### src/rtl/serv_fetch_if.sv
// serv_fetch_if: Wishbone classic read channel between the fetch stage and instruction memory.
interface serv_fetch_if;
    logic [31:0] adr;
    logic        cyc;
    logic [31:0] rdt;
    logic        ack;
    modport master (output adr, cyc, input rdt, ack);
    modport slave (input adr, cyc, output rdt, ack);
endinterface

### src/rtl/serv_fetch.sv
// serv_fetch: Wishbone classic instruction fetch feeding the decoder with a one-cycle strobe.
// Define SERV_FETCH_TIMEOUT_EN to add a TIMEOUT-cycle bus watchdog; otherwise a fetch waits forever.
module serv_fetch #(
    parameter int TIMEOUT = 64
) (
    input  logic         clk,
    input  logic         i_rst,
    input  logic         i_fetch,
    input  logic [31:0]  i_pc,
    input  logic         i_flush,
    serv_fetch_if.master ibus,
    output logic [31:0]  o_dec_rdt,
    output logic         o_dec_en,
    output logic         o_ill,
    output logic         o_misalign,
    output logic         o_busy,
    output logic         o_bus_err
);
    typedef enum logic [1:0] {IDLE, WAIT, DRAIN} state_t;
    state_t state, state_n;
    logic cyc, cyc_n, pend, pend_n, ack, expire;
    logic dec_en_n, ill_n, misalign_n, bus_err_n;
    logic [31:0] adr, adr_n, dec_rdt_n, pend_pc, pend_pc_n;

    if (TIMEOUT < 2 || TIMEOUT > 65535) begin : g_bad_timeout
        $error("serv_fetch: TIMEOUT must be within 2..65535");
    end

    // An ack is only meaningful while a cycle is open, so a late ack after reset is dropped.
    assign ack = ibus.ack && cyc;
    assign ibus.adr = adr;
    assign ibus.cyc = cyc;
    assign o_busy = state != IDLE;

`ifdef SERV_FETCH_TIMEOUT_EN
    localparam int CW = $clog2(TIMEOUT);
    logic [CW-1:0] cnt;
    assign expire = cyc && !ack && cnt == CW'(TIMEOUT - 1);
    always_ff @(posedge clk) begin
        if (i_rst || !cyc || state_n != state) cnt <= '0;
        else if (!ack) cnt <= cnt + 1'b1;
    end
`else
    assign expire = 1'b0;
`endif

    always_comb begin
        state_n = state;
        cyc_n = cyc;
        adr_n = adr;
        dec_rdt_n = o_dec_rdt;
        dec_en_n = 1'b0;
        ill_n = 1'b0;
        misalign_n = 1'b0;
        bus_err_n = 1'b0;
        pend_n = pend;
        pend_pc_n = pend_pc;
        case (state)
            IDLE: if (i_fetch) begin
                misalign_n = i_pc[1:0] != 2'b00;
                if (!misalign_n) begin
                    adr_n = {i_pc[31:2], 2'b00};
                    cyc_n = 1'b1;
                    state_n = WAIT;
                end
            end
            WAIT: if (ack) begin
                cyc_n = 1'b0;
                state_n = IDLE;
                dec_en_n = !i_flush;
                dec_rdt_n = i_flush ? o_dec_rdt : ibus.rdt;
                ill_n = !i_flush && ibus.rdt[1:0] != 2'b11;
            end else if (expire) begin
                cyc_n = 1'b0;
                bus_err_n = 1'b1;
                state_n = IDLE;
            end else begin
                // re-raises cyc after the idle gap that follows a drained transfer
                cyc_n = 1'b1;
                state_n = i_flush ? DRAIN : WAIT;
            end
            DRAIN: begin
                if (i_fetch) begin
                    pend_n = 1'b1;
                    pend_pc_n = i_pc;
                end
                if (ack || expire) begin
                    misalign_n = pend_n && pend_pc_n[1:0] != 2'b00;
                    state_n = (pend_n && !misalign_n) ? WAIT : IDLE;
                    adr_n = (state_n == WAIT) ? {pend_pc_n[31:2], 2'b00} : adr;
                    cyc_n = 1'b0;
                    pend_n = 1'b0;
                end
            end
            default: state_n = IDLE;
        endcase
    end

    always_ff @(posedge clk) begin
        if (i_rst) begin
            state <= IDLE;
            cyc <= 1'b0;
            adr <= '0;
            o_dec_rdt <= '0;
            o_dec_en <= 1'b0;
            o_ill <= 1'b0;
            o_misalign <= 1'b0;
            o_bus_err <= 1'b0;
            pend <= 1'b0;
            pend_pc <= '0;
        end else begin
            state <= state_n;
            cyc <= cyc_n;
            adr <= adr_n;
            o_dec_rdt <= dec_rdt_n;
            o_dec_en <= dec_en_n;
            o_ill <= ill_n;
            o_misalign <= misalign_n;
            o_bus_err <= bus_err_n;
            pend <= pend_n;
            pend_pc <= pend_pc_n;
        end
    end
endmodule

### src/flat_wrapper.sv
// flat-port wrapper written by rule: the top's interface ports become plain ports
module serv_fetch_flat 
#(
    parameter int TIMEOUT = 64
)
  (clk, i_rst, i_fetch, i_pc, i_flush, o_dec_rdt, o_dec_en, o_ill, o_misalign, o_busy, o_bus_err, ibus_adr, ibus_cyc, ibus_rdt, ibus_ack);
  serv_fetch_if ibus_i ();
  input  logic clk;
  input  logic i_rst;
  input  logic i_fetch;
  input  logic [31:0] i_pc;
  input  logic i_flush;
  output logic [31:0] o_dec_rdt;
  output logic o_dec_en;
  output logic o_ill;
  output logic o_misalign;
  output logic o_busy;
  output logic o_bus_err;
  output wire logic [$bits(ibus_i.adr)-1:0] ibus_adr;
  output wire logic [$bits(ibus_i.cyc)-1:0] ibus_cyc;
  input wire logic [$bits(ibus_i.rdt)-1:0] ibus_rdt;
  input wire logic [$bits(ibus_i.ack)-1:0] ibus_ack;
  assign ibus_adr = ibus_i.adr;
  assign ibus_cyc = ibus_i.cyc;
  assign ibus_i.rdt = ibus_rdt;
  assign ibus_i.ack = ibus_ack;
  serv_fetch #(.TIMEOUT(TIMEOUT)) u_core (.clk(clk), .i_rst(i_rst), .i_fetch(i_fetch), .i_pc(i_pc), .i_flush(i_flush), .ibus(ibus_i), .o_dec_rdt(o_dec_rdt), .o_dec_en(o_dec_en), .o_ill(o_ill), .o_misalign(o_misalign), .o_busy(o_busy), .o_bus_err(o_bus_err));
endmodule
### config.mk
export PLATFORM = sky130hd
export DESIGN_NAME = serv_fetch_flat
export DESIGN_NICKNAME = d
export VERILOG_FILES = /design/src/rtl/serv_fetch_if.sv /design/src/rtl/serv_fetch.sv /design/src/flat_wrapper.sv
export SDC_FILE = /design/constraint.sdc
export NUM_CORES = 1
export LEC_CHECK = 0
export ABC_AREA = 1
export BUFFER_PORTS_ARGS = -buffer_cell sky130_fd_sc_hd__buf_4
export CAP_MARGIN = 20
export CELL_PAD_IN_SITES_DETAIL_PLACEMENT = 1
export CELL_PAD_IN_SITES_GLOBAL_PLACEMENT = 1
export CORE_MARGIN = 2
export CORE_UTILIZATION = 32
export CTS_CLUSTER_SIZE = 16
export DETAILED_ROUTE_END_ITERATION = 6
export GPL_TIMING_DRIVEN = 0
export PLACE_DENSITY_LB_ADDON = 0.1
export SETUP_SLACK_MARGIN = 0.1
export SYNTH_ARGS = -nofsm -noshare
export SYNTH_HDL_FRONTEND = slang
export SYNTH_SLANG_ARGS = --single-unit
### constraint.sdc
create_clock -name clk -period 1.5 [get_ports clk]
set_clock_uncertainty 0.1 [all_clocks]
set_input_delay 0.45 -clock clk [delete_from_list [all_inputs] [get_ports clk]]
set_output_delay 0.45 -clock clk [all_outputs]
set_load 0.05 [all_outputs]
==> reports/metrics.csv, run 1 <==
stage,metric,value,unit
floorplan,io_pins,139,
min_path,hp-class,in -> reg,
route,num_vias,4994,
placement,portBuffers,134,
timing,drv_slew,0,
timing,hold_viol,0,
timing,period_minus_slack,1.65,ns
run_status,status,finished with violations,
floorplan,die_h,123,microns
clock_network,clock_latency,0.35,ns
finish,layout-drive-gt1-share,46.2,%
floorplan,core_area,13900,sq um
grt,grt_max_degree,16,
route,drcViolationCount,0,
worst_setup_path,cp_max_fo,7,
finish,nNetsFinal,915,
clock_network,cts_max_level,3,
worst_setup_path,worstReg2RegStart,u_core.state[0],
worst_setup_path,worst-setup-path-type,reg -> out,
logic_synthesis,synth_top_area_share,44.6,%
timing,tns,-2.89,ns
worst_setup_path,crit_arrival,1.10,ns
pwr,p_leak,0.00338,uW
route,dr.pass1.iters,5,
floorplan,die_w,123,microns
worst_setup_path,critical-path-max-stage-delay,0.32,ns
worst_setup_path,slowest_stage,dfxtp_2,
floorplan,start_util,32.7,%
route,antenna_left,0,
worst_setup_path,cp_cell_sequence,"buf_6, nor2_4, inv_2, buf_8",
worst_setup_path,end_kind,primary output,
logic_synthesis,synth_top_family_by_area,simple AND/OR/NAND/NOR gates,
logic_synthesis,synthCells,664,
timing,fin_ws,-0.154,ns
logic_synthesis,synth_common_cells,"nand2_1, dfxtp_1, nor2_1",
clock_network,cts_tree,yes,
logic_synthesis,ys.flop_type,dfxtp_1,
timing,fin_crit_sh,110,%
logic_synthesis,ys_types,26,
logic_synthesis,muxShareOfSynthArea,0,%
logic_synthesis,synth-edff-count,0,
pwr,p_total,6890,uW
min_path,min_from,ibus_rdt[18],
logic_synthesis,synth-compound-area-share,11.4,%
pwr,power_density,904,nW/um^2
logic_synthesis,syn_area_per_cell,6.83,sq um
placement,place_congestion,0.763,
logic_synthesis,ys_seq_elements,101,
clock_network,path_clk_slew,0.07,ns
floorplan,num_rows,43,
grt,antenna_found_initial,0,
logic_synthesis,synthSimpleGateAreaFrac,36.8,%
timing,report.final.setup_viol,32,
logic_synthesis,async_flop_share,0,%
floorplan,dieArea,15100,sq um
timing,holdWs,0.205,ns
grt,grt.total_usage,21.2,%
logic_synthesis,synth-adder-area-share,0,%
pwr,vdd_drop_max,0.000499,V
grt,overflow,0,
clock_network,root_buffer,clkbuf_16,
clock_network,cts.sinks,101,
route,drt_iter0_markers,179,
grt,grt_pass1_wl,25100,microns
route,routed_wl,16300,microns
worst_setup_path,crit_path_start,u_core.state[0],
clock_network,cts_made_buffers,9,
finish,antenna_cells,0,
placement,dp_hpwl,10500,microns
run_status,violations,negative setup slack,
logic_synthesis,synth_top_cell_by_area,dfxtp_1,
worst_setup_path,critPathLaunchType,flip-flop,
logic_synthesis,synth_xor_area_share,0,%
logic_synthesis,post-synth-top-count-cell,nand2_1,
worst_setup_path,worst-endpoint-required,0.95,ns
timing,max_freq,0.604,GHz
worst_setup_path,path_buf_inv,3,
finish,area_delta_synth_final,68.1,%
route,via_per_inst,4.84,
run,cap_violations,0,
logic_synthesis,ys_seq_area_share,44.6,%
grt,grt_pass1_vias,5261,
worst_setup_path,cp_top_family,buffers and inverters,
logic_synthesis,synth_area,4530,sq um
timing,rsz0062_at_grt,true,
clock_network,clock_path_buffers,2,
route,avgRoutedWirePerCell,15.8,microns
logic_synthesis,synthTopCellsByArea,"dfxtp_1, nand2_1, nor2_1, a21oi_1, o21ai_0",
logic_synthesis,yosysWarnings,0,
## tightest hold or removal path: stages
cell    delay (ns)
buf_4         0.08
nor2_1        0.03
nor2_1        0.07
## registers in the layout, indices dropped and copies added (netlist names), 2 cells and up
name	count
u_core.ibus.adr	30
u_core.o_dec_rdt	32
u_core.pend_pc	32
u_core.state	2
## metal layers
| metal | part of all wire (%) | up-vias | GRT usage [%] |
|---|---|---|---|
| li1 | - | 2469 | - |
| met1 | 44 | 2401 | 25.5 |
| met2 | 50 | 103 | 36.3 |
| met3 | 4.7 | 21 | 5.07 |
| met4 | 1.9 | 0 | 8.38 |
| met5 | 0 | - | 0 |
## repair_timing
action | in CTS | in global routing
buffers inserted | 16 | 12
gates resized for setup | 241 | 124
setup endpoints to repair | 164 | 164
hold buffers | 0 | 0
pin swaps | 8 | 23
gates cloned | 3 | 4
## logic make-up (layout without fill, tap and decap cells)
family,count (synthesis),after routing
flip-flops,101,101
other,1,3
buffers and inverters,59,244
AND/OR/NAND/NOR,401,401
AO/OA/AOI/OAI,102,102
## path summary, 6_finish.rpt
kind	cells past startpoint	slack, ns	endpoint
max	4	-0.15	o_busy
min	3	0.21	u_core.o_dec_rdt[18]
max reg2reg	11	-0.12	u_core.ibus.adr[12]
min reg2reg	2	0.36	u_core.pend_pc[13]
## area by class of cell
cell class,instances,area (sq um)
fill,1650,6260
multi-input combinational,506,2600
sequential,101,2120
timing repair buffer,169,1870
buffer,48,492
clock buffer,14,254
tap,180,225
inverter,11,56.3
clock inverter,2,10.0
## report_power, final
part | internal, uW | switching (uW) | total [uW]
combinational | 795 | 972 | 1770
clock | 1170 | 1040 | 2210
sequential | 2810 | 103 | 2920
## layout by cell type, fill, tap and decap left out, types with 12 or more instances in the layout
cell and instances:
nand2_1 202, buf_4 93, nor2_1 80, buf_8 76, dfxtp_2 64, a21oi_1 49, dfxtp_1 33, o21ai_0 29
nand3_2 25, and2_0 22, buf_6 21, nand2_2 21, nor2_2 18, a21oi_2 16, clkbuf_16 12
## metrics by stage
step | instances | setup slack (ns) | utilization, % | area, sq um
final | 1031 | -0.154 | 54.9 | 7620
after global placement | 980 | -0.282 | 42.6 | 5910
after floorplan | 666 | 0.0420 | - | 4680
after global routing | 1031 | -0.206 | 54.9 | 7620
after detailed placement | 980 | -0.283 | 42.6 | 5910
after CTS | 1015 | -0.173 | 50.7 | 7030
Note: power is estimated with default switching activity, not from simulation.
==> inputs of run 2 (changes only) <==
--- a/config.mk
+++ b/config.mk
@@ -17,6 +17,7 @@
 export GPL_TIMING_DRIVEN = 0
 export PLACE_DENSITY_LB_ADDON = 0.1
 export SETUP_SLACK_MARGIN = 0.1
+export SKIP_CTS_REPAIR_TIMING = 1
 export SYNTH_ARGS = -nofsm -noshare
 export SYNTH_HDL_FRONTEND = slang
 export SYNTH_SLANG_ARGS = --single-unit
==> run 2 against run 1 <==
Non-clock buffer count rose by 11; via count increased by 1.3%; the run still ends with negative setup slack left; critical path type is now reg -> reg; fmax fell by 2.0%; first-iteration DRC count decreased by 6.1%; final area up 0.71%; critical path depth rose by 7.
==> reports/metrics.csv, run 2 (synthesis gave the netlist of run 1 again) <==
stage,metric,value,unit,change
finish,layout-drive-gt1-share,45.3,%,was 46.2%
grt,grt.total_usage,19.6,%,was 21.2%
route,drcViolationCount,0,,unchanged
clock_network,clock_latency,0.35,ns,about the same
route,drt_iter0_markers,168,,was 179
clock_network,clock_path_buffers,2,,unchanged
finish,area_delta_synth_final,69.3,%,was 68.1%
finish,mostFrequentLayoutCells,"nand2_1, buf_4, nor2_1",,unchanged
floorplan,dieArea,15100,sq um,unchanged
clock_network,cts_made_buffers,9,,unchanged
min_path,min_delay_path_depth,3,,unchanged
route,avgRoutedWirePerCell,16.1,microns,was 15.8 microns
worst_setup_path,worst-endpoint-required,1.64,ns,was 0.95 ns
timing,fin_ws,-0.189,ns,was -0.154 ns
worst_setup_path,crit_arrival,1.83,ns,was 1.10 ns
pwr,vdd_drop_max,0.000516,V,was 0.000499 V
pwr,power_density,904,nW/um^2,about the same
route,via_per_inst,4.85,,was 4.84
grt,grt_pass1_wl,23300,microns,was 25100 microns
clock_network,path_clk_slew,0.07,ns,about the same
pwr,p_leak,0.00341,uW,was 0.00338 uW
run,cap_violations,0,,unchanged
finish,layout_commonest_cell,nand2_1,,unchanged
floorplan,die_w,123,microns,unchanged
timing,hold_viol,0,,unchanged
route,antenna_left,0,,unchanged
clock_network,root_buffer,clkbuf_16,,unchanged
worst_setup_path,end_kind,flip-flop,,was primary output
timing,drv_slew,0,,unchanged
placement,place_ws,-0.283,ns,unchanged
floorplan,io_pins,139,,unchanged
grt,overflow,0,,unchanged
timing,rsz0062_at_grt,true,,unchanged
grt,grt_pass1_vias,4884,,was 5261
floorplan,core_area,13900,sq um,unchanged
timing,period_minus_slack,1.69,ns,was 1.65 ns
route,dr.pass1.iters,4,,was 5
finish,largestRegisters,"u_core.o_dec_rdt (32), u_core.pend_pc (32), u_core.ibus.adr (30)",,unchanged
clock_network,cts_tree,yes,,unchanged
grt,grt_max_degree,16,,unchanged
finish,antenna_cells,0,,unchanged
min_path,hp-class,in -> reg,,unchanged
run_status,violations,negative setup slack,,unchanged
placement,dp.cells,980,,unchanged
route,routed_wl,16800,microns,was 16300 microns
placement,place_congestion,0.763,,unchanged
timing,worst_pin_slew,0.537,ns,
worst_setup_path,cp_max_fo,7,,unchanged
route,num_vias,5057,,was 4994
run_status,status,finished with violations,,unchanged
floorplan,num_rows,43,,unchanged
clock_network,cts.sinks,101,,unchanged
placement,postPlaceCellArea,5910,sq um,unchanged
worst_setup_path,r2r_cells,11,,unchanged
grt,antenna_found_initial,0,,unchanged
placement,portBuffers,134,,unchanged
timing,max_freq,0.592,GHz,was 0.604 GHz
placement,dp_hpwl,10500,microns,unchanged
timing,max_slew_margin,64.2,%,
floorplan,start_util,32.7,%,unchanged
timing,report.final.setup_viol,58,,was 32
worst_setup_path,critPathLaunchType,flip-flop,,unchanged
clock_network,cts_max_level,3,,unchanged
finish,final_cells,1043,,was 1031
finish,final_cell_area,7680,sq um,was 7620 sq um
finish,nNetsFinal,927,,was 915
timing,fin_crit_sh,113,%,was 110%
floorplan,die_h,123,microns,unchanged
worst_setup_path,worst-setup-path-type,reg -> reg,,was reg -> out
## run 2: cell types whose count changed in the layout (fill, tap and decap cells not counted), sizes merged
cell,change
clkbuf,+1
nor2,+1
buf,+10
## run 2: worst max-delay path, cell delays in order, from the launching register on
cell and delay, ns:
dfxtp_2 0.32, buf_6 0.13, nor2_4 0.05, buf_6 0.12, nand2_4 0.08, nand3_4 0.13
nor2_4 0.16, buf_12 0.17, buf_8 0.13, nand3_2 0.06, nand2_1 0.07, nor2_1 0.05
## run 2: final timing paths
| kind | to | slack, ns | from |
|---|---|---|---|
| max | u_core.ibus.adr[25] | -0.19 | u_core.state[0] |
| min reg2reg | u_core.pend_pc[13] | 0.36 | u_core.pend_pc[13] |
| max reg2reg | u_core.ibus.adr[25] | -0.19 | u_core.state[0] |
| min | u_core.o_dec_rdt[13] | 0.21 | ibus_rdt[13] |
## run 2: report_power, final
group,internal (uW),switching [uW],total [uW]
registers,2810,106,2920
clock network,1170,1030,2200
logic,832,988,1820
## run 2: metal layers
metal  global-route usage [%]  part of all wire [%]  vias to the layer above
met4                     8.31                   1.7                        0
met5                        0                     0                        -
met1                     24.4                    42                     2436
met3                     4.80                   5.5                       19
met2                     32.4                    51                      102
li1                         -                     -                     2500
## run 2: stage by stage
stage / hold slack [ns] / TNS [ns] / power (uW) / util [%]
final: 0.207 / -5.47 / 6940 / 55.3
after detailed placement: 0.358 / -20.44 / 4280 / 42.6
after CTS: 0.211 / -13.37 / 6490 / 44.5
after global routing: 0.224 / -9.82 / 7240 / 55.3
after global placement: 0.352 / -19.26 / 4250 / 42.6
after floorplan: 0.345 / 0 / 3810 / -
## run 2: final cells by class
cell class | instances | area (sq um)
multi-input combinational | 507 | 2580
fill | 1677 | 6200
tap | 180 | 225
buffer | 48 | 462
sequential | 101 | 2120
timing repair buffer | 180 | 1970
inverter | 11 | 58.8
clock inverter | 2 | 10.0
clock buffer | 14 | 254
